--- src/rtl/sha256_pkg.sv ---
// Shared constants, FSM encoding and control-output bundle for the SHA-256 round controller.
package sha256_pkg;

  localparam int ROUNDS     = 64;
  localparam int MSG_WORDS  = 16;
  localparam int ROUND_LAST = 63;
  localparam int IDX_W      = $clog2(ROUNDS);

  typedef enum logic [2:0] {
    ST_IDLE   = 3'd0,
    ST_INIT   = 3'd1,
    ST_LOAD   = 3'd2,
    ST_ROUND  = 3'd3,
    ST_UPDATE = 3'd4,
    ST_DONE   = 3'd5
  } state_e;

  // IV[0] is H0; the datapath loads these on init_iv.
  localparam logic [7:0][31:0] IV = {
    32'h5be0cd19, 32'h1f83d9ab, 32'h9b05688c, 32'h510e527f,
    32'ha54ff53a, 32'h3c6ef372, 32'hbb67ae85, 32'h6a09e667
  };

  typedef struct packed {
    logic init_iv;
    logic load_work;
    logic round_en;
    logic w_ready;
    logic w_sched_sel;
    logic hash_upd;
    logic busy;
    logic done;
  } ctrl_out_t;

  function automatic logic [31:0] iv_word(input logic [2:0] i);
    return IV[i];
  endfunction

endpackage

--- src/rtl/sha256_round_ctrl_if.sv ---
// Controller <-> datapath/requester bundle. abort exists only with SHA256_CTRL_ABORT_EN.
interface sha256_round_ctrl_if;
  import sha256_pkg::*;

  logic             start;
  logic             first_blk;
  logic             w_valid;
  logic             w_ready;
  logic             init_iv;
  logic             load_work;
  logic             round_en;
  logic [IDX_W-1:0] round_idx;
  logic             w_sched_sel;
  logic             hash_upd;
  logic             busy;
  logic             done;
`ifdef SHA256_CTRL_ABORT_EN
  logic             abort;

  modport master (
    output start, first_blk, w_valid, abort,
    input  w_ready, init_iv, load_work, round_en, round_idx, w_sched_sel, hash_upd, busy, done
  );
  modport slave (
    input  start, first_blk, w_valid, abort,
    output w_ready, init_iv, load_work, round_en, round_idx, w_sched_sel, hash_upd, busy, done
  );
`else
  modport master (
    output start, first_blk, w_valid,
    input  w_ready, init_iv, load_work, round_en, round_idx, w_sched_sel, hash_upd, busy, done
  );
  modport slave (
    input  start, first_blk, w_valid,
    output w_ready, init_iv, load_work, round_en, round_idx, w_sched_sel, hash_upd, busy, done
  );
`endif

endinterface

--- src/rtl/sha256_round_cnt.sv ---
// Round counter: 6-bit, clear beats enable, wraps 63 -> 0, terminal flag at the last round.
module sha256_round_cnt
  import sha256_pkg::*;
(
  input  logic             clk,
  input  logic             rst_n,
  input  logic             clr_i,
  input  logic             en_i,
  output logic [IDX_W-1:0] cnt_o,
  output logic             last_o
);

  logic [IDX_W-1:0] cnt_q, cnt_d;

  always_comb begin
    cnt_d = cnt_q;
    if (clr_i)     cnt_d = '0;
    else if (en_i) cnt_d = cnt_q + 1'b1;
  end

  always_ff @(posedge clk) begin
    if (!rst_n) cnt_q <= '0;
    else        cnt_q <= cnt_d;
  end

  assign cnt_o  = cnt_q;
  assign last_o = (cnt_q == IDX_W'(ROUND_LAST));

endmodule

--- src/rtl/sha256_round_ctrl.sv ---
// SHA-256 compression round controller (IDLE/INIT/LOAD/ROUND/UPDATE/DONE).
// Optional abort input enabled by defining SHA256_CTRL_ABORT_EN.
module sha256_round_ctrl
  import sha256_pkg::*;
(
  input  logic               clk,
  input  logic               rst_n,
  sha256_round_ctrl_if.slave ctrl
);

  state_e           state_q, state_d;
  logic             first_blk_q, first_blk_d;
  ctrl_out_t        out;
  logic [IDX_W-1:0] idx;
  logic             idx_last;
  logic             cnt_clr;
  logic             abort_act;

`ifdef SHA256_CTRL_ABORT_EN
  assign abort_act = ctrl.abort && (state_q != ST_IDLE);
`else
  assign abort_act = 1'b0;
`endif

  sha256_round_cnt u_cnt (
    .clk    (clk),
    .rst_n  (rst_n),
    .clr_i  (cnt_clr),
    .en_i   (out.round_en),
    .cnt_o  (idx),
    .last_o (idx_last)
  );

  always_comb begin
    state_d     = state_q;
    first_blk_d = first_blk_q;
    out         = '0;
    cnt_clr     = 1'b0;
    case (state_q)
      ST_IDLE: begin
        cnt_clr = 1'b1;
        if (ctrl.start) begin
          first_blk_d = ctrl.first_blk;
          state_d     = ctrl.first_blk ? ST_INIT : ST_LOAD;
        end
      end
      ST_INIT: begin
        out.busy    = 1'b1;
        out.init_iv = first_blk_q;
        state_d     = ST_LOAD;
      end
      ST_LOAD: begin
        out.busy      = 1'b1;
        out.load_work = 1'b1;
        cnt_clr       = 1'b1;
        state_d       = ST_ROUND;
      end
      ST_ROUND: begin
        out.busy = 1'b1;
        // First 16 rounds take W from the input port and may stall; later rounds never stall.
        if (idx < IDX_W'(MSG_WORDS)) begin
          out.w_ready  = 1'b1;
          out.round_en = ctrl.w_valid;
        end else begin
          out.w_sched_sel = 1'b1;
          out.round_en    = 1'b1;
        end
        if (out.round_en && idx_last) state_d = ST_UPDATE;
      end
      ST_UPDATE: begin
        out.busy     = 1'b1;
        out.hash_upd = 1'b1;
        state_d      = ST_DONE;
      end
      ST_DONE: begin
        out.done = 1'b1;
        state_d  = ST_IDLE;
      end
      default: state_d = ST_IDLE;
    endcase
    if (abort_act) begin
      state_d      = ST_IDLE;
      out.round_en = 1'b0;
      out.hash_upd = 1'b0;
      out.done     = 1'b0;
      cnt_clr      = 1'b1;
    end
  end

  always_ff @(posedge clk) begin
    if (!rst_n) begin
      state_q     <= ST_IDLE;
      first_blk_q <= 1'b0;
    end else begin
      state_q     <= state_d;
      first_blk_q <= first_blk_d;
    end
  end

  assign ctrl.init_iv     = out.init_iv;
  assign ctrl.load_work   = out.load_work;
  assign ctrl.round_en    = out.round_en;
  assign ctrl.w_ready     = out.w_ready;
  assign ctrl.w_sched_sel = out.w_sched_sel;
  assign ctrl.hash_upd    = out.hash_upd;
  assign ctrl.busy        = out.busy;
  assign ctrl.done        = out.done;
  assign ctrl.round_idx   = idx;

endmodule

--- src/flat_wrapper.sv ---
// flat-port wrapper written by rule: the top's interface ports become plain ports
module sha256_round_ctrl_flat import sha256_pkg::*;
  (clk, rst_n, ctrl_start, ctrl_first_blk, ctrl_w_valid, ctrl_w_ready, ctrl_init_iv, ctrl_load_work, ctrl_round_en, ctrl_round_idx, ctrl_w_sched_sel, ctrl_hash_upd, ctrl_busy, ctrl_done);
  sha256_round_ctrl_if ctrl_i ();
  input  logic clk;
  input  logic rst_n;
  input wire logic [$bits(ctrl_i.start)-1:0] ctrl_start;
  input wire logic [$bits(ctrl_i.first_blk)-1:0] ctrl_first_blk;
  input wire logic [$bits(ctrl_i.w_valid)-1:0] ctrl_w_valid;
  output wire logic [$bits(ctrl_i.w_ready)-1:0] ctrl_w_ready;
  output wire logic [$bits(ctrl_i.init_iv)-1:0] ctrl_init_iv;
  output wire logic [$bits(ctrl_i.load_work)-1:0] ctrl_load_work;
  output wire logic [$bits(ctrl_i.round_en)-1:0] ctrl_round_en;
  output wire logic [$bits(ctrl_i.round_idx)-1:0] ctrl_round_idx;
  output wire logic [$bits(ctrl_i.w_sched_sel)-1:0] ctrl_w_sched_sel;
  output wire logic [$bits(ctrl_i.hash_upd)-1:0] ctrl_hash_upd;
  output wire logic [$bits(ctrl_i.busy)-1:0] ctrl_busy;
  output wire logic [$bits(ctrl_i.done)-1:0] ctrl_done;
  assign ctrl_i.start = ctrl_start;
  assign ctrl_i.first_blk = ctrl_first_blk;
  assign ctrl_i.w_valid = ctrl_w_valid;
  assign ctrl_w_ready = ctrl_i.w_ready;
  assign ctrl_init_iv = ctrl_i.init_iv;
  assign ctrl_load_work = ctrl_i.load_work;
  assign ctrl_round_en = ctrl_i.round_en;
  assign ctrl_round_idx = ctrl_i.round_idx;
  assign ctrl_w_sched_sel = ctrl_i.w_sched_sel;
  assign ctrl_hash_upd = ctrl_i.hash_upd;
  assign ctrl_busy = ctrl_i.busy;
  assign ctrl_done = ctrl_i.done;
  sha256_round_ctrl u_core (.clk(clk), .rst_n(rst_n), .ctrl(ctrl_i));
endmodule
--- config.mk ---
export PLATFORM = sky130hd
export DESIGN_NAME = sha256_round_ctrl_flat
export DESIGN_NICKNAME = d
export VERILOG_FILES = /design/src/rtl/sha256_pkg.sv /design/src/rtl/sha256_round_ctrl_if.sv /design/src/rtl/sha256_round_cnt.sv /design/src/rtl/sha256_round_ctrl.sv /design/src/flat_wrapper.sv
export SDC_FILE = /design/constraint.sdc
export NUM_CORES = 1
export LEC_CHECK = 0
export BUFFER_PORTS_ARGS = -buffer_cell sky130_fd_sc_hd__buf_2
export CAP_MARGIN = 5
export CORE_AREA = 8 8 62 51
export DETAILED_ROUTE_END_ITERATION = 7
export DIE_AREA = 0 0 70 59
export HOLD_SLACK_MARGIN = 0.15
export PLACE_DENSITY_LB_ADDON = 0.1
export SYNTH_ARGS = -nofsm -noshare
export SYNTH_HDL_FRONTEND = slang
export SYNTH_SLANG_ARGS = --single-unit
--- constraint.sdc ---
create_clock -name clk -period 4 [get_ports clk]
set_clock_uncertainty 0.15 [all_clocks]
set_input_delay 0.2 -clock clk [delete_from_list [all_inputs] [get_ports clk]]
set_output_delay 0.2 -clock clk [all_outputs]
set_load 0.03 [all_outputs]
### After elaboration in Yosys (flattened, before gate mapping)

Index checks and enable logic that the tools add are counted.

* add/subtract/negate cells: 1
* magnitude comparators: 1
* equality and inequality tests: 8
* muxes and demuxes: 15
* bitwise logic cells: 1
* reductions and logical operators: 7

Operator list (number)
* 3-bit case mux with 5 select lines: 1
* 1-bit two-way mux: 10
* 3-bit two-way mux: 3
* 6-bit by 1-bit adder with 6-bit output, second input constant: 1
* 3-bit by 2-bit equality test with 1-bit output, second input constant: 2
* 3-bit equality test, second input constant: 2
* 6-bit equality test, second input constant: 1
* 6-bit by 5-bit less-than comparator with 1-bit output, second input constant: 1
* 2-bit AND reduction: 2
* 2-bit OR reduction: 2
* 4-bit OR reduction: 1
* 3-bit by 1-bit equality test with 1-bit output, second input constant: 1
* 3-bit zero test: 1
* 2-bit two-way mux: 1
* 2-bit by 1-bit != test with 1-bit output, second input constant: 1
* 2-bit != test, second input constant: 1
* 1-bit logical AND: 1
* 1-bit inverter: 1

* bits in registers: 10
* input bits: 5
* output and inout bits: 14

### Depth between registers and ports, before layout

Gate-level depths: netlist of the first run.

* depth after elaboration: 6
* depth in mapped cells: 5
* gate-level depth less buffers: 4

### Cells and area by module

From an unflattened synthesis of the first run, not the netlist that was laid out.

* cell total of the unflattened synthesis: 61
* area, all modules: 553.0 sq um

By module, submodules not included
* sha256_round_ctrl: instances 1, cells each 33, area an instance 295.3 sq um
* sha256_round_cnt: instances 1, cells each 28, area an instance 257.7 sq um

### Least setup slack after synthesis of the first run

Ideal clock, no wire load.

* kind: reg2out
* from: reg u_core.state_q[2]
* to: out ctrl_init_iv
* arrival time: 1.473 ns
* required time: 3.650 ns
* path slack: 2.177 ns
* stages on the path, launching flop included: 3
* buffers on the path: 1
* path through: dfxtp_1 clkbuf_1 nor4bb_1

* longest elaborated chain between the ends: 2

RTL lines
* from (decl): RTL line sha256_round_ctrl.sv:11 `state_e state_q, state_d;`
* from (signal assigned): RTL line sha256_round_ctrl.sv:95 `state_q <= state_d;`
* 3-bit by 1-bit equality test with 1-bit output: RTL line sha256_round_ctrl.sv:39 `case (state_q)`
* 1-bit two-way mux: RTL line sha256_round_ctrl.sv:39
* to (decl): RTL line flat_wrapper.sv:11 `output wire logic [$bits(ctrl_i.init_iv)-1:0] ctrl_init_iv;`

Every way passes these cells.

### Worst setup path after layout of the first run

* from: reg u_core.state_q[1]
* to: out ctrl_w_ready

* longest elaborated chain between the ends: 2

RTL lines
* 3-bit by 2-bit equality test with 1-bit output: RTL line sha256_round_ctrl.sv:39
* 3-bit two-way mux: RTL line sha256_round_ctrl.sv:39
* to (decl): RTL line flat_wrapper.sv:10 `output wire logic [$bits(ctrl_i.w_ready)-1:0] ctrl_w_ready;`

Every way passes these cells.

==> flow_metrics.tcl, run 1 <==
set metrics [dict create \
    clock_latency_ns 0.27 \
    grt_pass1_vias 487 \
    path_class "reg2out" \
    drc 0 \
    ant_nets 0 \
    overflow 0 \
    die_h_um 59 \
    drtIter0Drc 14 \
    max_freq_mhz 574.1 \
    setup_viol 0 \
    htree_levels 1 \
    cts_root_buf "clkbuf_4" \
    syn_area_sq_um 571.8 \
    die_x_um 70 \
    dieArea_sq_um 4130 \
    fill_cells 236 \
    cp_cell_sequence "nand3b_4, nor3_1, buf_2" \
    cts.sink_count 10 \
    drive_above_1_share_pct 28.09 \
    crit_family "flip-flops" \
    yosysMostFrequentCell "dfxtp_1" \
    status "finished, final reports clean" \
    place_congestion 0.7438 \
    postCtsSetupBuffers 0 \
    critPathMaxFanout 16 \
    avgSynthCellArea_sq_um 8.409 \
    post_drt_wl_per_cell_um 12.65 \
    synth_nets 74 \
    finalCriticalPeriod_ns 1.742 \
    slowest_delay_ns 0.51 \
    core-area_sq_um 2177 \
    ios 19 \
    synth-async-reset-ratio_pct 0 \
    antenna_found_initial 0 \
    clk_path_buf_depth 2 \
    fin_cells 114 \
    cts_tree "yes" \
    hold_class "in2reg" \
    num_rows 15 \
    tns_ns 0 \
    cts_hold_buf 3 \
    seq_area_frac_synth_pct 35.01 \
    vdd_drop_max_v 0.0002266 \
    area_growth_pct 28.23 \
    required_ns 3.65 \
    synth_commonest_cells "dfxtp_1, a21oi_1, nand2_1, nor2_1, o21ai_0" \
    fin_nets 96 \
    drtPass1Iterations 2 \
    p_leak_nw 0.3075 \
    synth_cells 68 \
    crit_buf_inv 1 \
    via_per_inst 4.947 \
    endpoint_kind "output pin" \
    ys_types 30 \
    grt_use_total_pct 6.829 \
    io_buffers 18 \
    hold_viol_final 0 \
    tightestPinTransition_ns 0.7371 \
    path_clk_slew_ns 0.06 \
    worst_setup_path_start_kind "flip-flop" \
    synthTopCellsByArea "dfxtp_1, a21oi_1, or4_1" \
    grt_first_pass_wirelength_mm 2.263 \
    synth_edf_count 0 \
    crit_slowest_cell "dfxtp_1" \
    ctsResizeCount 0 \
    num_vias 564 \
    arrival_ns 1.39 \
    cts_buffers 3 \
    synth_ff_type "dfxtp_1" \
    dp_hpwl_mm 1.019 \
    drv_slew 0 \
    totalWireLength_mm 1.442 \
    max-slew-margin-rel_pct 50.34 \
    start_util_pct 26.26 \
    diodes 0 \
    p_per_area_nw_per_um2 322.0 \
    rsz0062_at_grt "false" \
    yosysWarnings 0 \
    post-route-period-util_pct 43.55 \
    maxCapViolations 0 \
    grt_max_degree 17 \
    p_total_w 0.0002361 \
    dpl.cell_count 107 \
    yosys.area.top_type_share_pct 35.01 \
    ys_ff_latch 10 \
    yosysTopAreaCell "dfxtp_1" \
]
## report_power, final
part | switching, W | internal, W | total, W
clock network | 0.0000384 | 0.0000553 | 0.0000937
registers | 0.00000585 | 0.000102 | 0.000108
logic | 0.0000205 | 0.0000136 | 0.0000341
## routing by layer
metal	GRT usage, %	up-vias	share of wire, %
met4	1.714	0	0.90
met5	0	-	0
met1	7.992	256	50
met2	10.53	9	45
li1	-	297	-
met3	3.853	2	4.3
## sequential cells by signal, summed over array words and instances (netlist names)
| name | count |
|---|---|
| u_core.first_blk_q | 1 |
| u_core.u_cnt.cnt_o | 6 |
| u_core.state_q | 3 |
## per-stage QoR
step	worst slack [ns]	hold slack (ns)	area, sq um	utilization [%]
CTS	2.238	0.1833	733.2	33.68
global placement	2.251	0.3205	666.9	30.63
finish	2.258	0.2035	733.2	33.68
global route	2.133	0.2198	733.2	33.68
detailed placement	2.377	0.3064	666.9	30.63
floorplan	2.177	0.1677	571.8	-
## logic make-up (layout without fill, tap and decap cells)
kind of cell | Yosys count | count (layout) | synth area share, %
and+or+nand+nor | 31 | 31 | 34.36
AOI/OAI and AO/OA | 18 | 18 | 19.26
DFF | 10 | 10 | 35.01
buffers and inverters | 6 | 27 | 5.909
adders and majority gates | 1 | 1 | 2.188
xor gates and xnor gates | 1 | 1 | 1.532
muxes | 1 | 1 | 1.751
## final cells by class
class	instances	area (sq um)	share of cell area, %
tap	25	31.28	4.266
multi-input combinational	52	337.8	46.08
inverter	2	7.507	1.024
clock buffer	4	36.28	4.949
timing repair buffer	21	120.1	16.38
sequential	10	200.2	27.30
## worst reg2reg max path, delay by kind of cell (launching register included)
kind	cells	cell delay, ns
flops	1	0.51
compound gates	1	0.15
simple gates	2	0.76
## placed cells by master (no fill, tap or decap), drive strengths merged
master | netlist | routed
nand3 | 3 | 3
xnor2 | 1 | 1
o21ai | 5 | 5
o31ai | 3 | 3
a2111oi | 2 | 2
ha | 1 | 1
nor3 | 4 | 4
or3b | 1 | 1
nand2 | 5 | 5
nor2 | 5 | 5
or4 | 4 | 4
nor2b | 1 | 1
mux2i | 1 | 1
inv | 2 | 2
or3 | 1 | 1
nor3b | 1 | 1
a21oi | 6 | 6
nor4bb | 1 | 1
dlygate4sd3 | 0 | 3
o21a | 1 | 1
nand2b | 1 | 1
buf | 2 | 18
dfxtp | 10 | 10
and3b | 1 | 1
nand3b | 1 | 1
nor4b | 1 | 1
and2 | 1 | 1
clkbuf | 2 | 4
a211oi | 1 | 1
## worst paths after layout
kind                            from  cells past startpoint  slack [ns]                     to
setup / recovery   u_core.state_q[1]                      3        2.26           ctrl_w_ready
hold / removal          ctrl_w_valid                      4        0.20  u_core.u_cnt.cnt_o[0]
setup reg to reg   u_core.state_q[1]                      3        2.37  u_core.u_cnt.cnt_o[4]
hold reg to reg   u_core.first_blk_q                      2        0.36     u_core.first_blk_q
Note: power is estimated with default switching activity, not from simulation.
==> inputs of run 2 (changes only) <==
ABC_AREA = 1   (was default)
clock period = 1.8 ns   (was 4 ns; I/O delays follow)
==> run 2 against run 1 <==
Net effect:
- setup slack got worse by 2.1 ns
- first-iteration DRC count unchanged
- die area unchanged
- core utilization rose by 1.4 points
- worst hold slack better by 0.12 ns
- clock power up 63%
- flip-flop and latch count unchanged
- synthesized cell count grew 25%
- design area grew 4.3%
- final cell count grew 18%
- register-to-register slack got worse by 2.0 ns
- critical endpoint unchanged
==> flow_metrics.tcl, run 2 <==
set metrics [dict create \
    syn_area_sq_um 575.6 \
    finish.instance_area_sq_um 764.5 \
    layout_commonest_cell "buf_2" \
    yosysWarnings 0 \
    rsz0062_at_grt "false" \
    ctsResizeCount 0 \
    timing.hold.ws_ns 0.3188 \
    synth_cells 85 \
    start_util_pct 26.44 \
    avgSynthCellArea_sq_um 6.771 \
    dp_slack_ns 0.3199 \
    cts.sink_count 10 \
    fill_cells 238 \
    final.setup.worst_slack_ns 0.1865 \
    post_drt_wl_per_cell_um 10.64 \
    place_congestion 0.7285 \
    ys_types 20 \
    maxCapViolations 0 \
    p_clk_share_pct 26.4 \
    synth_nets 91 \
    utilization_pct 35.11 \
    p_per_area_nw_per_um2 757.4 \
    endpoint_kind "output pin" \
    die_h_um 59 \
    grt_pass1_vias 583 \
    clk_path_buf_depth 2 \
    antenna_found_initial 0 \
    largest_reg_flops 6 \
    synthTopCellsByArea "dfxtp_1, nand2_1, inv_1" \
    status "finished, final reports clean" \
    tightestPinTransition_ns 0.3362 \
    drtIter0Drc 14 \
    drv_slew 0 \
    cts_root_buf "clkbuf_4" \
    overflow 0 \
    power.internal_w 0.0003674 \
    yosysTopAreaCell "dfxtp_1" \
    max_freq_mhz 619.8 \
    synth_commonest_cells "nand2_1, inv_1, nor2_1" \
    seq_area_frac_synth_pct 34.78 \
    synth-async-reset-ratio_pct 0 \
    dp_hpwl_mm 1.143 \
    ys_ff_latch 10 \
    die_x_um 70 \
    totalWireLength_mm 1.437 \
    reg2reg_depth 6 \
    ios 19 \
    path_class "reg2out" \
    grt_use_total_pct 7.608 \
    drc 0 \
    p_leak_nw 0.3988 \
    critPathMaxFanout 4 \
    via_per_inst 4.348 \
    fin_nets 118 \
    core-area_sq_um 2177 \
    yosysMostFrequentCell "nand2_1" \
    cts_hold_buf 4 \
    pwr-share-seq_pct 43.4 \
    io_buffers 18 \
    arrival_ns 1.37 \
    drive_above_1_share_pct 30.00 \
    yosys.area.top_type_share_pct 34.78 \
    synth_ff_type "dfxtp_1" \
    switching_share_pct 36.54 \
    htree_levels 1 \
    tns_ns 0 \
    required_ns 1.56 \
    worst_setup_path_start_kind "flip-flop" \
    min_path_cells 2 \
    area_growth_pct 32.83 \
    diodes 0 \
    hold_class "reg2reg" \
    switchingPower_w 0.0002116 \
    path_clk_slew_ns 0.07 \
    hold_viol_final 0 \
    max-slew-margin-rel_pct 77.55 \
    cts_tree "yes" \
    placed_cell_area_sq_um 701.9 \
    setup_viol 0 \
    ant_nets 0 \
    p_comb_share_pct 30.2 \
    postCtsSetupBuffers 0 \
    layout_common_cells "buf_2, nand2_1, nor2_1, inv_1, dfxtp_1" \
    post-route-period-util_pct 89.64 \
    finalCriticalPeriod_ns 1.614 \
    num_rows 15 \
    grt_first_pass_wirelength_mm 2.601 \
    cts_buffers 3 \
    num_vias 587 \
    grt_max_degree 8 \
    synth_edf_count 0 \
    vdd_drop_max_v 0.0002637 \
    clock_latency_ns 0.26 \
    drtPass1Iterations 4 \
    dieArea_sq_um 4130 \
]
[run 2: kinds of logic (layout without fill, tap and decap cells)]
| family | count (synthesis) | in the layout | synth area share (%) |
|---|---|---|---|
| XOR/XNOR | 1 | 1 | 1.522 |
| AO/OA/AOI/OAI | 13 | 13 | 11.30 |
| buffers and inverters | 15 | 40 | 10.22 |
| adder cells (fa/ha/maj) | 1 | 1 | 2.174 |
| flip-flops | 10 | 10 | 34.78 |
| AND/OR/NAND/NOR | 45 | 45 | 40.00 |
[run 2: through the flow]
stage / total power [W] / instances
2_1_floorplan: 0.0003805 / 85
3_3_place_gp: 0.0004278 / 128
3_5_place_dp: 0.0004258 / 128
4_1_cts: 0.0005874 / 135
5_1_grt: 0.0006216 / 135
6_report: 0.0005790 / 135
[run 2: layout make-up]
class / count / area [sq um] / area share [%]
multi-input cells: 60 / 321.6 / 42.06
flip-flops and latches: 10 / 200.2 / 26.19
repair buffers: 22 / 130.1 / 17.02
inverters: 15 / 58.81 / 7.692
well taps: 25 / 31.28 / 4.092
clock buffers: 3 / 22.52 / 2.946
[run 2: path summary, 6_finish.rpt]
check / slack (ns) / from / end
max: 0.19 / u_core.state_q[0] / ctrl_w_ready
max reg2reg: 0.33 / u_core.u_cnt.cnt_o[1] / u_core.state_q[0]
min: 0.32 / u_core.first_blk_q / u_core.first_blk_q
min reg2reg: 0.32 / u_core.first_blk_q / u_core.first_blk_q
[run 2: power by group through the flow]
stage / Clock, W / Combinational [W] / Sequential (W)
floorplan: 0 / 0.000127 / 0.000254
global placement: 0 / 0.000171 / 0.000257
detailed placement: 0 / 0.000169 / 0.000256
CTS: 0.000160 / 0.000177 / 0.000251
global route: 0.000171 / 0.000197 / 0.000253
finish: 0.000153 / 0.000175 / 0.000251
[run 2: per-layer routing]
layer  share of wire [%]  track usage [%]
met1                  53            9.724
met2                  39            10.79
met3                 6.6            2.680
met4                 1.6            4.286
met5                   0                0
[run 2: critical path, stage by stage (launching register included)]
cell and delay, ns:
dfxtp_1 0.41, nand2_2 0.10, nor2_4 0.15, inv_1 0.09, nor3_1 0.13, buf_2 0.23
